[config.mk]
export PLATFORM = sky130hd
export DESIGN_NAME = lte_dw_dfe_iq_demux_flat
export DESIGN_NICKNAME = d
export VERILOG_FILES = /design/src/rtl/lte_dw_dfe_iq_demux_if.sv /design/src/rtl/lte_dw_dfe_iq_demux.sv /design/src/flat_wrapper.sv
export SDC_FILE = /design/constraint.sdc
export NUM_CORES = 1
export LEC_CHECK = 0
export CORE_ASPECT_RATIO = 0.75
export CORE_MARGIN = 3
export CORE_UTILIZATION = 60
export CTS_CLUSTER_SIZE = 28
export DETAILED_ROUTE_END_ITERATION = 7
export HOLD_SLACK_MARGIN = 0.03
export PLACE_DENSITY = 0.82
export SYNTH_ARGS = -nofsm -noshare
export SYNTH_HDL_FRONTEND = slang
export SYNTH_SLANG_ARGS = --single-unit
[constraint.sdc]
create_clock -name sys_clk_491p52 -period 7.9 [get_ports sys_clk_491p52]
set_input_delay 1.185 -clock sys_clk_491p52 [delete_from_list [all_inputs] [get_ports sys_clk_491p52]]
set_output_delay 1.185 -clock sys_clk_491p52 [all_outputs]
set_load 0.03 [all_outputs]
[src/rtl/lte_dw_dfe_iq_demux_if.sv]
// I/Q demux bus: serial I/Q/pad words in, paired 32-bit samples out.
// master drives i_* and reads o_*; slave is the demux side.
interface lte_dw_dfe_iq_demux_if #(
  parameter int ANT_W = 2
);
  logic [1:0]       i_mod_sel;
  logic             i_fram;
  logic             i_xant;
  logic [15:0]      i_data;
  logic             o_vld;
  logic [31:0]      o_data;
  logic [ANT_W-1:0] o_ant;
  logic             o_sop;
  logic             o_fram;
  logic             o_err;

  modport master (
    output i_mod_sel, i_fram, i_xant, i_data,
    input  o_vld, o_data, o_ant, o_sop, o_fram, o_err
  );

  modport slave (
    input  i_mod_sel, i_fram, i_xant, i_data,
    output o_vld, o_data, o_ant, o_sop, o_fram, o_err
  );
endinterface

[src/rtl/lte_dw_dfe_iq_demux.sv]
// Re-pairs a serial per-slot I/Q/pad word stream into {I,Q} samples
// tagged with antenna, slot and frame markers; checks xant alignment.
// Ports: sys_clk_491p52, sys_rst_491p52 (async, active high),
//   bus (slave): i_mod_sel/i_fram/i_xant/i_data in, o_* sample out.
module lte_dw_dfe_iq_demux #(
  parameter int SAMP_NUM = 8,
  parameter int ANT_NUM  = 2,
  parameter int ANT_W    = 2
) (
  input  logic                 sys_clk_491p52,
  input  logic                 sys_rst_491p52,
  lte_dw_dfe_iq_demux_if.slave bus
);

  localparam int PW = 5;
  localparam int IW = $clog2(SAMP_NUM);

  typedef enum logic {
    S_WAIT = 1'b0,
    S_RUN  = 1'b1
  } state_t;

  state_t           r_state;
  state_t           w_state_nxt;
  logic [PW-1:0]    r_pos;
  logic [ANT_W-1:0] r_ant;
  logic             r_len32;
  logic             r_fpend;
  logic [15:0]      r_ibuf [SAMP_NUM];

  logic             r_vld;
  logic [31:0]      r_data;
  logic [ANT_W-1:0] r_oant;
  logic             r_sop;
  logic             r_fram;
  logic             r_err;

  logic [PW-1:0]    w_last;
  logic             w_at_last;
  logic             w_run_word;
  logic             w_align_err;
  logic             w_iphase;
  logic             w_qphase;
  logic             w_iwr;
  logic [IW-1:0]    w_iidx;
  logic [IW-1:0]    w_qidx;
  logic             w_len32_in;
  logic [ANT_W-1:0] w_ant_inc;

  logic             w_vld_nxt;
  logic [31:0]      w_data_nxt;
  logic             w_sop_nxt;
  logic             w_fram_nxt;
  logic             w_err_nxt;

  assign w_last     = r_len32 ? PW'(31) : PW'(15);
  assign w_at_last  = (r_pos == w_last);
  // The i_fram word itself is never alignment-checked.
  assign w_run_word = (r_state == S_RUN) && !bus.i_fram;
  assign w_align_err = w_run_word && (bus.i_xant != w_at_last);
  assign w_iphase   = (r_pos < PW'(SAMP_NUM));
  assign w_qphase   = (r_pos >= PW'(SAMP_NUM)) &&
                      (r_pos < PW'(2 * SAMP_NUM));
  assign w_iwr      = bus.i_fram || (w_run_word && w_iphase);
  assign w_iidx     = bus.i_fram ? '0 : IW'(r_pos);
  assign w_qidx     = IW'(r_pos - PW'(SAMP_NUM));
  assign w_len32_in = (bus.i_mod_sel == 2'd1) ||
                      (bus.i_mod_sel == 2'd2);
  assign w_ant_inc  = (r_ant == ANT_W'(ANT_NUM - 1)) ?
                      '0 : r_ant + 1'b1;

  always_ff @(posedge sys_clk_491p52 or posedge sys_rst_491p52) begin
    if (sys_rst_491p52) begin
      r_state <= S_WAIT;
    end else begin
      r_state <= w_state_nxt;
    end
  end

  always_comb begin
    w_state_nxt = r_state;
    if (bus.i_fram) begin
      w_state_nxt = S_RUN;
    end else if (w_align_err) begin
      w_state_nxt = S_WAIT;
    end
  end

  // A Q sample still goes out on the cycle an alignment error is seen.
  always_comb begin
    w_vld_nxt  = w_run_word && w_qphase;
    w_data_nxt = {r_ibuf[w_qidx], bus.i_data};
    w_sop_nxt  = w_vld_nxt && (r_pos == PW'(SAMP_NUM));
    w_fram_nxt = w_sop_nxt && r_fpend;
    w_err_nxt  = w_align_err;
  end

  always_ff @(posedge sys_clk_491p52 or posedge sys_rst_491p52) begin
    if (sys_rst_491p52) begin
      r_pos   <= '0;
      r_ant   <= '0;
      r_len32 <= 1'b0;
      r_fpend <= 1'b0;
    end else if (bus.i_fram) begin
      r_pos   <= PW'(1);
      r_ant   <= '0;
      r_len32 <= w_len32_in;
      r_fpend <= 1'b1;
    end else if (r_state == S_RUN) begin
      r_pos <= w_at_last ? '0 : r_pos + 1'b1;
      if (w_at_last) begin
        r_ant <= w_ant_inc;
      end
      if (w_sop_nxt) begin
        r_fpend <= 1'b0;
      end
    end
  end

  always_ff @(posedge sys_clk_491p52) begin
    if (w_iwr) begin
      r_ibuf[w_iidx] <= bus.i_data;
    end
  end

  always_ff @(posedge sys_clk_491p52 or posedge sys_rst_491p52) begin
    if (sys_rst_491p52) begin
      r_vld  <= 1'b0;
      r_data <= '0;
      r_oant <= '0;
      r_sop  <= 1'b0;
      r_fram <= 1'b0;
      r_err  <= 1'b0;
    end else begin
      r_vld  <= w_vld_nxt;
      r_sop  <= w_sop_nxt;
      r_fram <= w_fram_nxt;
      r_err  <= w_err_nxt;
      if (w_vld_nxt) begin
        r_data <= w_data_nxt;
        r_oant <= r_ant;
      end
    end
  end

  assign bus.o_vld  = r_vld;
  assign bus.o_data = r_data;
  assign bus.o_ant  = r_oant;
  assign bus.o_sop  = r_sop;
  assign bus.o_fram = r_fram;
  assign bus.o_err  = r_err;

endmodule
[src/flat_wrapper.sv]
// flat-port wrapper written by rule: the top's interface ports become plain ports
module lte_dw_dfe_iq_demux_flat 
#(
  parameter int SAMP_NUM = 8,
  parameter int ANT_NUM  = 2,
  parameter int ANT_W    = 2
)
  (sys_clk_491p52, sys_rst_491p52, bus_i_mod_sel, bus_i_fram, bus_i_xant, bus_i_data, bus_o_vld, bus_o_data, bus_o_ant, bus_o_sop, bus_o_fram, bus_o_err);
  lte_dw_dfe_iq_demux_if #(.ANT_W(ANT_W)) bus_i ();
  input  logic sys_clk_491p52;
  input  logic sys_rst_491p52;
  input wire logic [$bits(bus_i.i_mod_sel)-1:0] bus_i_mod_sel;
  input wire logic [$bits(bus_i.i_fram)-1:0] bus_i_fram;
  input wire logic [$bits(bus_i.i_xant)-1:0] bus_i_xant;
  input wire logic [$bits(bus_i.i_data)-1:0] bus_i_data;
  output wire logic [$bits(bus_i.o_vld)-1:0] bus_o_vld;
  output wire logic [$bits(bus_i.o_data)-1:0] bus_o_data;
  output wire logic [$bits(bus_i.o_ant)-1:0] bus_o_ant;
  output wire logic [$bits(bus_i.o_sop)-1:0] bus_o_sop;
  output wire logic [$bits(bus_i.o_fram)-1:0] bus_o_fram;
  output wire logic [$bits(bus_i.o_err)-1:0] bus_o_err;
  assign bus_i.i_mod_sel = bus_i_mod_sel;
  assign bus_i.i_fram = bus_i_fram;
  assign bus_i.i_xant = bus_i_xant;
  assign bus_i.i_data = bus_i_data;
  assign bus_o_vld = bus_i.o_vld;
  assign bus_o_data = bus_i.o_data;
  assign bus_o_ant = bus_i.o_ant;
  assign bus_o_sop = bus_i.o_sop;
  assign bus_o_fram = bus_i.o_fram;
  assign bus_o_err = bus_i.o_err;
  lte_dw_dfe_iq_demux #(.SAMP_NUM(SAMP_NUM), .ANT_NUM(ANT_NUM), .ANT_W(ANT_W)) u_core (.sys_clk_491p52(sys_clk_491p52), .sys_rst_491p52(sys_rst_491p52), .bus(bus_i));
endmodule
==> flow_metrics.env <==
export IMPL_viasPerCell=6.07
export IMPL_clk_pin_slew_worst_paths_ns=0.06
export IMPL_finalHoldViolations=0
export IMPL_hp_class="reg2reg"
export IMPL_start_util_pct=62.6
export IMPL_cts_buffers=17
export IMPL_core_area_um2=11100
export IMPL_drt_iter0_markers=346
export IMPL_drive_gt1_share_pct=17.2
export IMPL_peakVddDrop_mv=0.223
export IMPL_ant_nets=0
export IMPL_rrSetupSlack_ns=5.18
export IMPL_fp_dieArea_um2=12900
export IMPL_cts_tree="yes"
export IMPL_cts_root_buf="clkbuf_16"
export IMPL_antennaDiodeCount=0
export IMPL_end_kind="register"
export IMPL_hold_buffers=0
export IMPL_slew_headroom_pct=25.5
export IMPL_synth_area_per_cell_um2=17.0
export IMPL_portBuffers=59
export IMPL_crit_path_top_delay_cell="o31ai_2"
export IMPL_cts_sinks=176
export IMPL_syn_nets=434
export IMPL_routed_wire_length_per_instance_um=22.1
export IMPL_num_rows=33
export IMPL_tns_ns=0
export IMPL_fp_dieW_um=130
export IMPL_die_y_um=99.2
export IMPL_tightestPinTransition_ns=1.12
export IMPL_crit_chain="clkdlybuf4s50_1 > nor2_1 > nand3_1 > o31ai_2 > buf_4"
export IMPL_slew_viol_final=0
export IMPL_vias=3818
export IMPL_ys_ff_latch=176
export IMPL_rsz0062_at_grt="false"
export IMPL_gr_total_overflow=0
export IMPL_htreeDepth=4
export IMPL_synthArstFlopShare_pct=27.3
export IMPL_antenna_found_initial=0
export IMPL_io_pins=60
export IMPL_skew_ns=0.00638
export IMPL_clock_latency_ns=0.42
export IMPL_worstSetupPathType="in2reg"
export IMPL_p_leak_uw=0.00314
export IMPL_reg2reg_depth=3
export IMPL_drc_errors=0
export IMPL_setup_viol=0
export IMPL_outcome="completed"
export IMPL_start_kind="primary input"
export IMPL_required_ns=8.02
export IMPL_netlist_instances=410
export IMPL_setup_worst_path_start="bus_i_fram"
export IMPL_fin_crit_sh_pct=41.7
export IMPL_stdcell_area_um2=8340
export IMPL_syn_to_final_growth_pct=19.9
export IMPL_max_freq_mhz=303
export IMPL_cts_resized=0
export IMPL_critPathArrivalTime_ns=3.42
export IMPL_synth_flop_cell="edfxtp_1"
export IMPL_drt_wl_total_um=13900
export IMPL_final_cell_mix="edfxtp_1 (128), clkdlybuf4s50_1 (59), dfrtp_1 (47)"
export IMPL_crit_end="u_core.r_ibuf[0][11]$_DFFE_PP_"
export IMPL_dp_hpwl_um=8060
export IMPL_r2r_start="u_core.r_pos[2]$_DFFE_PP0P_"
export IMPL_synth_cell_types=39
export IMPL_ys_seq_area_share_pct=72.6
export IMPL_grt_usage_pct=23.0
export IMPL_synth_area_leader_cell="edfxtp_1"
export IMPL_grt_pass1_vias=3842
export IMPL_reg2reg_to="u_core.r_ibuf[1][6]$_DFFE_PP_"
export IMPL_ys_warn_count=0
export IMPL_synth_top_area_share_pct=55.3
export IMPL_post_cts_buffers=0
export IMPL_grt_pass1_wl_um=21700
export IMPL_layout_commonest_cell="edfxtp_1"
export IMPL_synthTopCellsByArea="edfxtp_1 (55%), dfrtp_1 (17%), mux2i_1 (4.8%), mux2_2 (3.2%), mux2_4 (3.2%)"
export IMPL_crit_fanout=15
export IMPL_dr_pass1_iters=5
export IMPL_p_per_area_nw_per_um2=310
export IMPL_post_dp_cell_area_um2=7660
export IMPL_gp_congestion=0.776
export IMPL_clockBufferDepth=2
export IMPL_period_needed_ns=3.30
export IMPL_final_nets=500
export IMPL_max_cap_viol_count=0
export IMPL_synth_edf_count=128
export IMPL_max_stage_delay_ns=0.77
export IMPL_grt_max_degree=55
export IMPL_netlist_area_um2=6950
[worst min-delay path by stage]
stage,startpoint,endpoint,cells past startpoint
after CTS,u_core.bus.o_data[21]$_DFFE_PP0P_,u_core.bus.o_data[21]$_DFFE_PP0P_,2
after detailed placement,u_core.bus.o_data[28]$_DFFE_PP0P_,u_core.bus.o_data[28]$_DFFE_PP0P_,2
after floorplan,u_core.r_fpend$_DFFE_PP0P_,u_core.r_fpend$_DFFE_PP0P_,2
after global routing,u_core.bus.o_data[26]$_DFFE_PP0P_,u_core.bus.o_data[26]$_DFFE_PP0P_,2
after global placement,u_core.bus.o_data[16]$_DFFE_PP0P_,u_core.bus.o_data[16]$_DFFE_PP0P_,2
final,u_core.bus.o_data[16]$_DFFE_PP0P_,u_core.bus.o_data[16]$_DFFE_PP0P_,2
[cell usage after synthesis, types with 2 or more instances]
master,instances
nor2_1,14
nor3_1,2
buf_4,5
a22o_1,16
mux2_1,14
or3_1,3
o21ai_0,4
mux2_4,15
nor2b_1,2
buf_6,6
o22ai_1,16
xor2_1,2
o31ai_1,17
mux2_2,20
a21oi_1,4
clkbuf_1,4
buf_2,6
nand2_1,23
edfxtp_1,128
inv_1,7
mux2i_1,33
ha_1,2
nand2b_1,2
nand3_1,3
dfrtp_1,48
[per-layer routing]
layer / GRT usage [%] / routed length [um]
met5: 0 / 0
met4: 9.42 / 217
met2: 35.7 / 6770
met3: 4.56 / 900
met1: 32.5 / 6000
[kinds of logic after synthesis]
family | count (synthesis) | share of synthesized area [%]
xor+xnor | 3 | 0.378
compound gates | 63 | 6.59
simple gates | 55 | 3.85
flops | 176 | 72.6
mux | 82 | 13.5
buf+inv | 29 | 2.75
fa+ha+maj | 2 | 0.360
[layout make-up]
class / count / area, um2
Multi-Input combinational cell: 205 / 1750
Tap cell: 140 / 175
Fill cell: 645 / 2770
Timing Repair Buffer: 69 / 666
Clock buffer: 21 / 470
Sequential cell: 176 / 5050
Inverter: 7 / 26.3
Clock inverter: 11 / 208
[through the flow]
| stage | util (%) | setup WS [ns] | instances | total power (uW) | hold WS (ns) |
|---|---|---|---|---|---|
| 2_1_floorplan | - | 4.75 | 410 | 1450 | 0.452 |
| 3_5_place_dp | 69.0 | 4.18 | 597 | 1650 | 0.473 |
| 3_3_place_gp | 69.0 | 4.19 | 597 | 1640 | 0.459 |
| 6_report | 75.1 | 4.60 | 629 | 2580 | 0.488 |
| 4_1_cts | 75.1 | 4.61 | 629 | 2590 | 0.493 |
| 5_1_grt | 75.1 | 4.35 | 629 | 2670 | 0.507 |
[power by group]
| group | total, uW | internal (uW) | switching, uW |
|---|---|---|---|
| Sequential | 1130 | 1080 | 46.7 |
| Clock | 947 | 616 | 330 |
| Combinational | 506 | 220 | 286 |
[sequential cells by signal (all words and copies together) (netlist names)]
signal / cells
u_core.bus.o_sop: 1
u_core.r_len32: 1
u_core.bus.o_data: 32
u_core.r_fpend: 1
u_core.bus.o_err: 1
u_core.bus.o_vld: 1
u_core.r_ant: 2
u_core.r_state: 1
u_core.bus.o_ant: 2
u_core.bus.o_fram: 1
u_core.r_ibuf: 128
u_core.r_pos: 5
[worst max-delay path, delay by kind of cell]
| kind | cells | cell delay [ns] |
|---|---|---|
| and+or+nand+nor | 2 | 0.46 |
| buffers and inverters | 2 | 1.00 |
| AOI/OAI and AO/OA | 1 | 0.77 |
Note: power is estimated with default switching activity, not from simulation.
